$ cat src/rtl/generator_seq_if.sv
// Handshake and operand bundle between a latent-vector source and generator_seq.
// Weights and biases travel with the handshake signals and are not latched by the block.
interface generator_seq_if #(
    parameter int WIDTH    = 32,
    parameter int N_LATENT = 2,
    parameter int N_HIDDEN = 3,
    parameter int N_OUTPUT = 9
);
    logic                                in_valid;
    logic                                in_ready;
    logic [WIDTH-1:0]                    z_1;
    logic [WIDTH-1:0]                    z_2;
    logic [N_LATENT*N_HIDDEN*WIDTH-1:0]  w_L1;
    logic [N_HIDDEN*N_OUTPUT*WIDTH-1:0]  w_L2;
    logic [N_HIDDEN*WIDTH-1:0]           b_L1;
    logic [N_OUTPUT*WIDTH-1:0]           b_L2;
    logic                                out_valid;
    logic                                out_ready;
    logic [N_OUTPUT*WIDTH-1:0]           y;

    modport master (
        output in_valid, z_1, z_2, w_L1, w_L2, b_L1, b_L2, out_ready,
        input  in_ready, out_valid, y
    );

    modport slave (
        input  in_valid, z_1, z_2, w_L1, w_L2, b_L1, b_L2, out_ready,
        output in_ready, out_valid, y
    );
endinterface

$ cat src/rtl/generator_seq.sv
// Time-multiplexed GAN generator: 2 latent -> 3 hidden (ReLU) -> 9 outputs clamped to [0, 1.0],
// computed one multiply-accumulate per clock by a single FSM.
module generator_seq #(
    parameter int WIDTH     = 32,
    parameter int FRAC_BITS = 16,
    parameter int N_LATENT  = 2,
    parameter int N_HIDDEN  = 3,
    parameter int N_OUTPUT  = 9,
    parameter int GUARD     = 8
) (
    input  logic           clk,
    input  logic           rst,
    generator_seq_if.slave bus
);
    localparam int ACC_W  = WIDTH + GUARD;
    localparam int PROD_W = 2 * WIDTH;
    localparam int CNT_W  = $clog2(N_LATENT + N_HIDDEN + N_OUTPUT + 1);

    localparam logic [CNT_W-1:0] K_L1_LAST = CNT_W'(N_LATENT - 1);
    localparam logic [CNT_W-1:0] K_L2_LAST = CNT_W'(N_HIDDEN - 1);
    localparam logic [CNT_W-1:0] I_L1_LAST = CNT_W'(N_HIDDEN - 1);
    localparam logic [CNT_W-1:0] J_L2_LAST = CNT_W'(N_OUTPUT - 1);
    localparam logic signed [WIDTH-1:0] ONE_FX =
        {{(WIDTH-1-FRAC_BITS){1'b0}}, 1'b1, {FRAC_BITS{1'b0}}};

    typedef enum logic [2:0] {
        S_IDLE   = 3'd0,
        S_L1_MAC = 3'd1,
        S_L1_WR  = 3'd2,
        S_L2_MAC = 3'd3,
        S_L2_WR  = 3'd4,
        S_DONE   = 3'd5
    } state_t;

    state_t                      r_state;
    logic [CNT_W-1:0]            r_i;
    logic [CNT_W-1:0]            r_k;
    logic signed [ACC_W-1:0]     r_acc;
    logic [N_LATENT*WIDTH-1:0]   r_z;
    logic [N_HIDDEN*WIDTH-1:0]   r_hidden;
    logic [N_OUTPUT*WIDTH-1:0]   r_y;
    logic                        r_in_ready;
    logic                        r_out_valid;

    logic signed [WIDTH-1:0]     w_op_a;
    logic signed [WIDTH-1:0]     w_op_b;
    logic signed [PROD_W-1:0]    w_prod;
    logic signed [ACC_W-1:0]     w_acc_sum;
    logic signed [ACC_W-1:0]     w_next_bias;
    logic signed [WIDTH-1:0]     w_sat;
    logic signed [WIDTH-1:0]     w_relu;
    logic signed [WIDTH-1:0]     w_clamp;

    function automatic logic signed [ACC_W-1:0] sext(input logic [WIDTH-1:0] v);
        return ACC_W'($signed(v));
    endfunction

    // Values whose guard bits are not pure sign extension are outside the WIDTH range.
    function automatic logic signed [WIDTH-1:0] sat_word(input logic signed [ACC_W-1:0] a);
        logic [ACC_W-WIDTH:0] top;
        top = a[ACC_W-1:WIDTH-1];
        if ((top == '0) || (top == '1)) begin
            return a[WIDTH-1:0];
        end else if (a[ACC_W-1]) begin
            return {1'b1, {(WIDTH-1){1'b0}}};
        end else begin
            return {1'b0, {(WIDTH-1){1'b1}}};
        end
    endfunction

    // Operand selection and the next bias to preload, by state and counters.
    always_comb begin
        w_op_a      = '0;
        w_op_b      = '0;
        w_next_bias = '0;
        case (r_state)
            S_L1_MAC: begin
                w_op_a = r_z[int'(r_k)*WIDTH +: WIDTH];
                w_op_b = bus.w_L1[(N_LATENT*int'(r_i) + int'(r_k))*WIDTH +: WIDTH];
            end
            S_L2_MAC: begin
                w_op_a = r_hidden[int'(r_k)*WIDTH +: WIDTH];
                w_op_b = bus.w_L2[(N_HIDDEN*int'(r_i) + int'(r_k))*WIDTH +: WIDTH];
            end
            S_L1_WR: begin
                if (r_i == I_L1_LAST) begin
                    w_next_bias = sext(bus.b_L2[0 +: WIDTH]);
                end else begin
                    w_next_bias = sext(bus.b_L1[(int'(r_i)+1)*WIDTH +: WIDTH]);
                end
            end
            S_L2_WR: begin
                if (r_i == J_L2_LAST) begin
                    w_next_bias = '0;
                end else begin
                    w_next_bias = sext(bus.b_L2[(int'(r_i)+1)*WIDTH +: WIDTH]);
                end
            end
            default: begin
                w_op_a      = '0;
                w_op_b      = '0;
                w_next_bias = '0;
            end
        endcase
    end

    // Shared MAC: full product, floor shift to the fixed-point scale, wrap into the accumulator.
    always_comb begin
        w_prod    = w_op_a * w_op_b;
        w_acc_sum = r_acc + ACC_W'(w_prod >>> FRAC_BITS);
    end

    // Activations applied to the saturated accumulator at write time.
    always_comb begin
        w_sat = sat_word(r_acc);
        if (w_sat[WIDTH-1]) begin
            w_relu  = '0;
            w_clamp = '0;
        end else if (w_sat > ONE_FX) begin
            w_relu  = w_sat;
            w_clamp = ONE_FX;
        end else begin
            w_relu  = w_sat;
            w_clamp = w_sat;
        end
    end

    // Sequencer FSM with registered handshake outputs and datapath state.
    always_ff @(posedge clk) begin
        if (rst) begin
            r_state     <= S_IDLE;
            r_i         <= '0;
            r_k         <= '0;
            r_acc       <= '0;
            r_z         <= '0;
            r_hidden    <= '0;
            r_y         <= '0;
            r_in_ready  <= 1'b1;
            r_out_valid <= 1'b0;
        end else begin
            case (r_state)
                S_IDLE: begin
                    if (bus.in_valid && r_in_ready) begin
                        r_z        <= {bus.z_2, bus.z_1};
                        r_acc      <= sext(bus.b_L1[0 +: WIDTH]);
                        r_i        <= '0;
                        r_k        <= '0;
                        r_in_ready <= 1'b0;
                        r_state    <= S_L1_MAC;
                    end
                end
                S_L1_MAC: begin
                    r_acc <= w_acc_sum;
                    if (r_k == K_L1_LAST) begin
                        r_k     <= '0;
                        r_state <= S_L1_WR;
                    end else begin
                        r_k <= r_k + CNT_W'(1);
                    end
                end
                S_L1_WR: begin
                    r_hidden[int'(r_i)*WIDTH +: WIDTH] <= w_relu;
                    r_acc <= w_next_bias;
                    if (r_i == I_L1_LAST) begin
                        r_i     <= '0;
                        r_state <= S_L2_MAC;
                    end else begin
                        r_i     <= r_i + CNT_W'(1);
                        r_state <= S_L1_MAC;
                    end
                end
                S_L2_MAC: begin
                    r_acc <= w_acc_sum;
                    if (r_k == K_L2_LAST) begin
                        r_k     <= '0;
                        r_state <= S_L2_WR;
                    end else begin
                        r_k <= r_k + CNT_W'(1);
                    end
                end
                S_L2_WR: begin
                    r_y[int'(r_i)*WIDTH +: WIDTH] <= w_clamp;
                    r_acc <= w_next_bias;
                    if (r_i == J_L2_LAST) begin
                        r_i         <= '0;
                        r_out_valid <= 1'b1;
                        r_state     <= S_DONE;
                    end else begin
                        r_i     <= r_i + CNT_W'(1);
                        r_state <= S_L2_MAC;
                    end
                end
                S_DONE: begin
                    if (bus.out_ready) begin
                        r_out_valid <= 1'b0;
                        r_in_ready  <= 1'b1;
                        r_state     <= S_IDLE;
                    end
                end
                default: begin
                    r_state     <= S_IDLE;
                    r_in_ready  <= 1'b1;
                    r_out_valid <= 1'b0;
                end
            endcase
        end
    end

    assign bus.in_ready  = r_in_ready;
    assign bus.out_valid = r_out_valid;
    assign bus.y         = r_y;
endmodule

$ cat src/flat_wrapper.sv
// flat-port wrapper written by rule: the top's interface ports become plain ports
module generator_seq_flat 
#(
    parameter int WIDTH     = 32,
    parameter int FRAC_BITS = 16,
    parameter int N_LATENT  = 2,
    parameter int N_HIDDEN  = 3,
    parameter int N_OUTPUT  = 9,
    parameter int GUARD     = 8
)
  (clk, rst, bus_in_valid, bus_z_1, bus_z_2, bus_w_L1, bus_w_L2, bus_b_L1, bus_b_L2, bus_out_ready, bus_in_ready, bus_out_valid, bus_y);
  generator_seq_if #(.WIDTH(WIDTH), .N_LATENT(N_LATENT), .N_HIDDEN(N_HIDDEN), .N_OUTPUT(N_OUTPUT)) bus_i ();
  input  logic clk;
  input  logic rst;
  input wire logic [$bits(bus_i.in_valid)-1:0] bus_in_valid;
  input wire logic [$bits(bus_i.z_1)-1:0] bus_z_1;
  input wire logic [$bits(bus_i.z_2)-1:0] bus_z_2;
  input wire logic [$bits(bus_i.w_L1)-1:0] bus_w_L1;
  input wire logic [$bits(bus_i.w_L2)-1:0] bus_w_L2;
  input wire logic [$bits(bus_i.b_L1)-1:0] bus_b_L1;
  input wire logic [$bits(bus_i.b_L2)-1:0] bus_b_L2;
  input wire logic [$bits(bus_i.out_ready)-1:0] bus_out_ready;
  output wire logic [$bits(bus_i.in_ready)-1:0] bus_in_ready;
  output wire logic [$bits(bus_i.out_valid)-1:0] bus_out_valid;
  output wire logic [$bits(bus_i.y)-1:0] bus_y;
  assign bus_i.in_valid = bus_in_valid;
  assign bus_i.z_1 = bus_z_1;
  assign bus_i.z_2 = bus_z_2;
  assign bus_i.w_L1 = bus_w_L1;
  assign bus_i.w_L2 = bus_w_L2;
  assign bus_i.b_L1 = bus_b_L1;
  assign bus_i.b_L2 = bus_b_L2;
  assign bus_i.out_ready = bus_out_ready;
  assign bus_in_ready = bus_i.in_ready;
  assign bus_out_valid = bus_i.out_valid;
  assign bus_y = bus_i.y;
  generator_seq #(.WIDTH(WIDTH), .FRAC_BITS(FRAC_BITS), .N_LATENT(N_LATENT), .N_HIDDEN(N_HIDDEN), .N_OUTPUT(N_OUTPUT), .GUARD(GUARD)) u_core (.clk(clk), .rst(rst), .bus(bus_i));
endmodule
$ cat config.mk
export PLATFORM = sky130hd
export DESIGN_NAME = generator_seq_flat
export DESIGN_NICKNAME = d
export VERILOG_FILES = /design/src/rtl/generator_seq_if.sv /design/src/rtl/generator_seq.sv /design/src/flat_wrapper.sv
export SDC_FILE = /design/constraint.sdc
export NUM_CORES = 2
export LEC_CHECK = 0
export BUFFER_PORTS_ARGS = -buffer_cell sky130_fd_sc_hd__buf_2
export CAP_MARGIN = 15
export CORE_AREA = 4 4 689 691
export DETAILED_ROUTE_END_ITERATION = 16
export DIE_AREA = 0 0 693 695
export PLACE_DENSITY = 0.3
export SYNTH_ARGS = -nofsm -noshare
export SYNTH_HDL_FRONTEND = slang
export SYNTH_SLANG_ARGS = --single-unit
$ cat constraint.sdc
create_clock -name clk -period 23.2 [get_ports clk]
set_input_delay 0 -clock clk [delete_from_list [all_inputs] [get_ports clk]]
set_output_delay 0 -clock clk [all_outputs]
set_load 0.005 [all_outputs]
## Word level (Yosys, flattened, before mapping)

Index checks and enable logic that the tools add are counted.

- Bitwise logic cells: 2
- Multipliers: 2
- Equal/unequal tests: 15
- Order comparisons: 1
- Reductions and logical operators: 18
- Add/sub/neg operators: 7
- Shift operators: 10
- Muxes and demuxes: 34

Operators by type and width:

| kind | number |
|---|---|
| 864-bit by 32-bit variable part select with 32-bit output | 1 |
| 288-bit bitwise mux | 1 |
| 32-bit by 33-bit variable shift with 288-bit output (first input constant) | 1 |
| 288-bit by 32-bit variable part select with 32-bit output | 1 |
| 32-bit by 33-bit variable part select with 288-bit output | 1 |
| 192-bit by 32-bit variable part select with 32-bit output | 1 |
| 40-bit two-way mux | 4 |
| 32-bit case mux with 2 select lines | 2 |
| 40-bit case mux with 3 select lines | 1 |
| 96-bit bitwise mux | 1 |
| 32-bit two-way mux | 3 |
| 32-bit by 33-bit variable shift with 96-bit output (first input constant) | 1 |
| 32-bit by 33-bit variable part select with 96-bit output | 1 |
| 96-bit by 10-bit variable part select with 32-bit output | 1 |
| 96-bit by 32-bit variable part select with 32-bit output | 1 |
| 64-bit by 10-bit variable part select with 32-bit output | 1 |
| 31-bit two-way mux | 2 |
| 32-bit by 32-bit multiplier with 56-bit output | 1 |
| 40-bit adder | 1 |
| 9-bit negator with 33-bit output | 1 |
| 32-bit by 18-bit greater-than comparator with 1-bit output (second input constant) | 1 |
| 27-bit by 5-bit adder with 27-bit output | 1 |
| 4-bit case mux with 3 select lines | 2 |
| 4-bit two-way mux | 5 |
| other kinds (29) | 53 |

- Word-level logic and storage cells: 98
- Input port bits: 1508
- Output and inout port bits: 290
- Flip-flop bits (word level): 501

## Logic depth before layout (Yosys ltp)

- Depth after elaboration: 8
- Depth in mapped cells: 65

## Least setup slack after synthesis

OpenSTA, ideal clock, no wires.

- Kind: reg2reg
- Start: reg u_core.r_i[1]
- End: reg u_core.r_acc[39]
- Data arrival time: 14.318 ns
- Stages on the path, launching flop included: 60
- Path buffers: 14
- Clock period less this slack: 14.441 ns
- Slack: 8.759 ns
- Setup time: 0.124 ns
- Cells stage by stage: dfxtp_1 -> buf_1 -> clkbuf_1 -> buf_1 -> inv_1 -> ha_1 -> fa_1 -> buf_2 -> buf_4 -> buf_4 -> buf_4 -> buf_4 -> buf_2 -> buf_4 -> buf_2 -> buf_1 -> mux4_2 -> a311oi_1 -> [... 24 more ...] -> o21ba_2 -> o221ai_4 -> xor2_1 -> ha_1 -> a21o_1 -> a21oi_1 -> o21ai_0 -> nor2_1 -> o21bai_1 -> a221o_1 -> o41a_1 -> a21oi_1 -> o21ai_0 -> a311oi_1 -> xnor2_1 -> xnor2_1 -> xnor2_1 -> o22ai_1

- Cells in the longest elaborated chain, start to end: 7
- Elaborated cells between the ends (all ways): 17

Ends and longest elaborated chain:

| what | RTL line | RTL |
|---|---|---|
| start, declared | generator_seq.sv:36 | `logic [CNT_W-1:0] r_i;` |
| start signal, assigned | generator_seq.sv:168 | `r_i <= r_i + CNT_W'(1);` |
| start signal, assigned | generator_seq.sv:189 | `r_i <= r_i + CNT_W'(1);` |
| 2-bit by 4-bit multiplier with 6-bit output | generator_seq.sv:83 | `w_op_b = bus.w_L2[(N_HIDDEN*int'(r_i) + int'(r_k))*WIDTH +: WIDTH];` |
| 27-bit by 5-bit adder with 27-bit output | generator_seq.sv:83 |  |
| 864-bit by 32-bit variable part select with 32-bit output | generator_seq.sv:83 |  |
| 32-bit case mux with 2 select lines | generator_seq.sv:76 | `case (r_state)` |
| 32-bit by 32-bit multiplier with 56-bit output | generator_seq.sv:109 | `w_prod = w_op_a * w_op_b;` |
| 40-bit adder | generator_seq.sv:110 | `w_acc_sum = r_acc + ACC_W'(w_prod >>> FRAC_BITS);` |
| 40-bit case mux with 3 select lines * | generator_seq.sv:141 | `case (r_state)` |
| end signal, assigned | generator_seq.sv:145 | `r_acc <= sext(bus.b_L1[0 +: WIDTH]);` |
| end signal, assigned | generator_seq.sv:153 | `r_acc <= w_acc_sum;` |
| end signal, assigned | generator_seq.sv:163 | `r_acc <= w_next_bias;` |
| end, declared | generator_seq.sv:38 | `logic signed [ACC_W-1:0] r_acc;` |

Mark *: on every way between the ends. The rest lies on a longest branch, timed or not.
A chain may end at the register's enable or synchronous reset.

## Worst setup path in the final report

- Start: reg u_core.r_i[0]
- End: reg u_core.r_acc[39]

The elaborated chain is that of the path after synthesis.

==> flow_summary.yaml <==
drt:
  wire_per_inst_um: 34.4
  first_pass_iters: 6
  drt_wl_total_um: 528000
  routed_via_density: 4.18
  drt-initial-drc-count: 5251
  via_count: 64100
  antenna_left: 0
  remaining_drc_errors: 0
place:
  hpwlAfterDp_um: 449000
  gp_congestion: 0.977
  numPortBuffers: 1788
  dp_slack_ns: 6.65
  place_area_mm2: 0.0821
critical_path:
  crit_path_end_kind: "flip-flop"
  critPathKind: "flip-flop to flip-flop"
  crit_fanout: 36
  required_ns: 23.78
  cp_slowest_cell: "a211oi_2"
  cp-start-kind: "flip-flop"
  arrival_ns: 17.39
  crit_top_cell: "fa_1"
  slowest_delay_ns: 0.94
die:
  dieArea_mm2: 0.482
  initial_utilization: 0.140
  die_y_um: 695
  die_w_um: 693
  io_pins: 1798
  core_area_mm2: 0.469
  placementRows: 252
logic_synthesis:
  synth_xor_area_frac: 0.0152
  synth_top_area_share: 0.301
  yosysTopAreaCell: "fa_1"
  async_flop_share: 0
  mappedNetlistArea_mm2: 0.0655
  synth-seq-area-share: 0.149
  synth_cells: 7228
  ys_seq_elements: 489
  synth_top_family_by_area: "adder cells"
  yosys_warnings: 0
  synthFlopType: "dfxtp_1"
  synth.area.top_cells: "fa_1, dfxtp_1, mux4_2, inv_1, nor2_1"
  yosysUniqueCellTypes: 94
  yosysMostFrequentCell: "fa_1"
  synth_edf_count: 0
  syn_area_per_cell_um2: 9.06
  synth-compound-area-share: 0.104
  synth_common_cells: "fa_1, inv_1, nor2_1"
  synth_fa_ha_area_frac: 0.346
  synth-simple-area-share: 0.162
  muxShareOfSynthArea: 0.132
clock_tree:
  cts_made_buffers: 74
  cts_tree: "built"
  worst_skew_pair.late_latency_ns: 0.77
  clk_pin_slew_worst_paths_ns: 0.06
  cts_resized: 0
  hold_buffers: 116
  htreeDepth: 3
  cts_setup_buffers: 0
  clockBufferDepth: 4
  root_buffer: "clkbuf_16"
  cts.sinks: 489
layout:
  final_cell_area_mm2: 0.0863
  post-route-util: 0.184
  syn_to_final_growth_pct: 31.7
  nNetsFinal: 11600
  fillCellCount: 53000
  drive_gt1_frac: 0.286
outcome:
  status: "finished, final reports clean"
global_route:
  met1_usage: 0.274
  grtUsageMet2: 0.362
  top_usage_layer: "met2"
  overflow: 0
  grt_pass1_vias: 67200
  grt_first_pass_wirelength_um: 685000
  grt_usage: 0.213
  use_met3: 0.0467
  antenna_found_initial: 272
  grt_max_degree: 119
sta:
  final-setup-viol-count: 0
  layout_setup_ws_ns: 6.39
  fmax_ghz: 0.0595
  worst_clock_skew_ns: 0.0756
  fin_crit_ns: 16.81
  worstMarginPinSlew_ns: 1.20
  finalHoldViolations: 0
  maxSlewViolCount: 0
  rsz0062_at_grt: "false"
  finalCritPeriodShare: 0.724
  slew_headroom: 0.195
  hold_slack_ns: 0.0461
  fin_setup_tns_ns: 0
pwr:
  power.density_mw_per_mm2: 103
  irDropWorstVdd_mv: 0.0914
  p_leak_uw: 0.0379
job:
  cap_violations: 0
min_path:
  hp-class: "input port to flip-flop"
power by group:
group | switching, uW | total (uW) | internal, uW
logic | 4440 | 6610 | 2180
clock network | 453 | 1160 | 710
registers | 167 | 1080 | 911
total | 5060 | 8850 | 3800
per-layer routing:
metal	vias to the layer above	share of wire
li1	27200	-
met1	33500	0.42
met2	2749	0.47
met3	570	0.072
met4	118	0.030
met5	-	0.0019
metrics by stage:
stage                     std cells  power [uW]
after CTS                     15200        8990
after detailed placement      14900        7690
after global routing          15300        9330
after global placement        14900        7710
final                         15400        8850
after floorplan                7236        4540
worst max-delay path: cells and delay by family (launching register included):
family                   cells  cell delay, ns
AO/OA/AOI/OAI               18            6.62
XOR/XNOR                     4            0.70
adder cells (fa/ha/maj)     13            6.25
AND/OR/NAND/NOR              9            1.52
buffers and inverters        3            0.57
flip-flops                   1            0.81
layout make-up:
cell class,instances,area (um^2),share of cell area
Tap cell,6223,7790,0.0902
Multi-Input combinational cell,5240,50400,0.584
Clock inverter,26,350,0.00406
Inverter,983,3690,0.0428
Timing Repair Buffer,2103,11700,0.136
Sequential cell,489,9800,0.114
Clock buffer,100,2090,0.0242
Antenna cell,196,490,0.00568
kinds of logic after synthesis:
| group | Yosys count |
|---|---|
| AND/OR/NAND/NOR | 2376 |
| buffers and inverters | 1507 |
| adder cells (fa/ha/maj) | 1218 |
| AO/OA/AOI/OAI | 1070 |
| flip-flops | 489 |
| multiplexers | 456 |
| XOR/XNOR | 111 |
| other | 1 |
path summary, 6_finish.rpt:
check	start	endpoint	slack (ns)	cells past startpoint
min	bus_b_L1[49]	u_core.r_acc[17]$_SDFFE_PP0P_	0.05	7
max reg2reg	u_core.r_i[0]$_SDFFE_PP0P_	u_core.r_acc[39]$_SDFFE_PP0P_	6.39	47
min reg2reg	u_core.bus.y[278]$_SDFFE_PP0P_	u_core.bus.y[278]$_SDFFE_PP0P_	0.45	1
max	u_core.r_i[0]$_SDFFE_PP0P_	u_core.r_acc[39]$_SDFFE_PP0P_	6.39	47
cells in the final DEF (no fill, tap or decap), drive strengths merged, types with 13 or more instances in the layout:
master	instances
and3	15
fa	986
clkinv	16
o22ai	25
nor2	876
xnor2	74
o21a	21
nor3	234
a21o	62
o221ai	29
nand4	14
mux4	313
nand2b	170
nand2	718
inv	986
xor2	36
mux2	20
nand3	48
o21ai	95
o211ai	15
a211oi	35
nor2b	42
dlygate4sd3	116
diode	196
mux2i	123
a22oi	61
clkbuf	100
and2	200
a221o	13
dfxtp	489
buf	1987
o221a	29
o32a	16
a21oi	555
a311oi	28
or2	23
ha	232
a221oi	14
state kept, by name, indices dropped and copies added, names as in the netlist:
signal,cells
u_core.r_hidden,93
u_core.bus.out_valid,1
u_core.r_i,4
u_core.r_z,64
u_core.bus.in_ready,1
u_core.r_acc,40
u_core.bus.y,279
u_core.r_k,4
u_core.r_state,3
(Power assumes the default switching activity.)
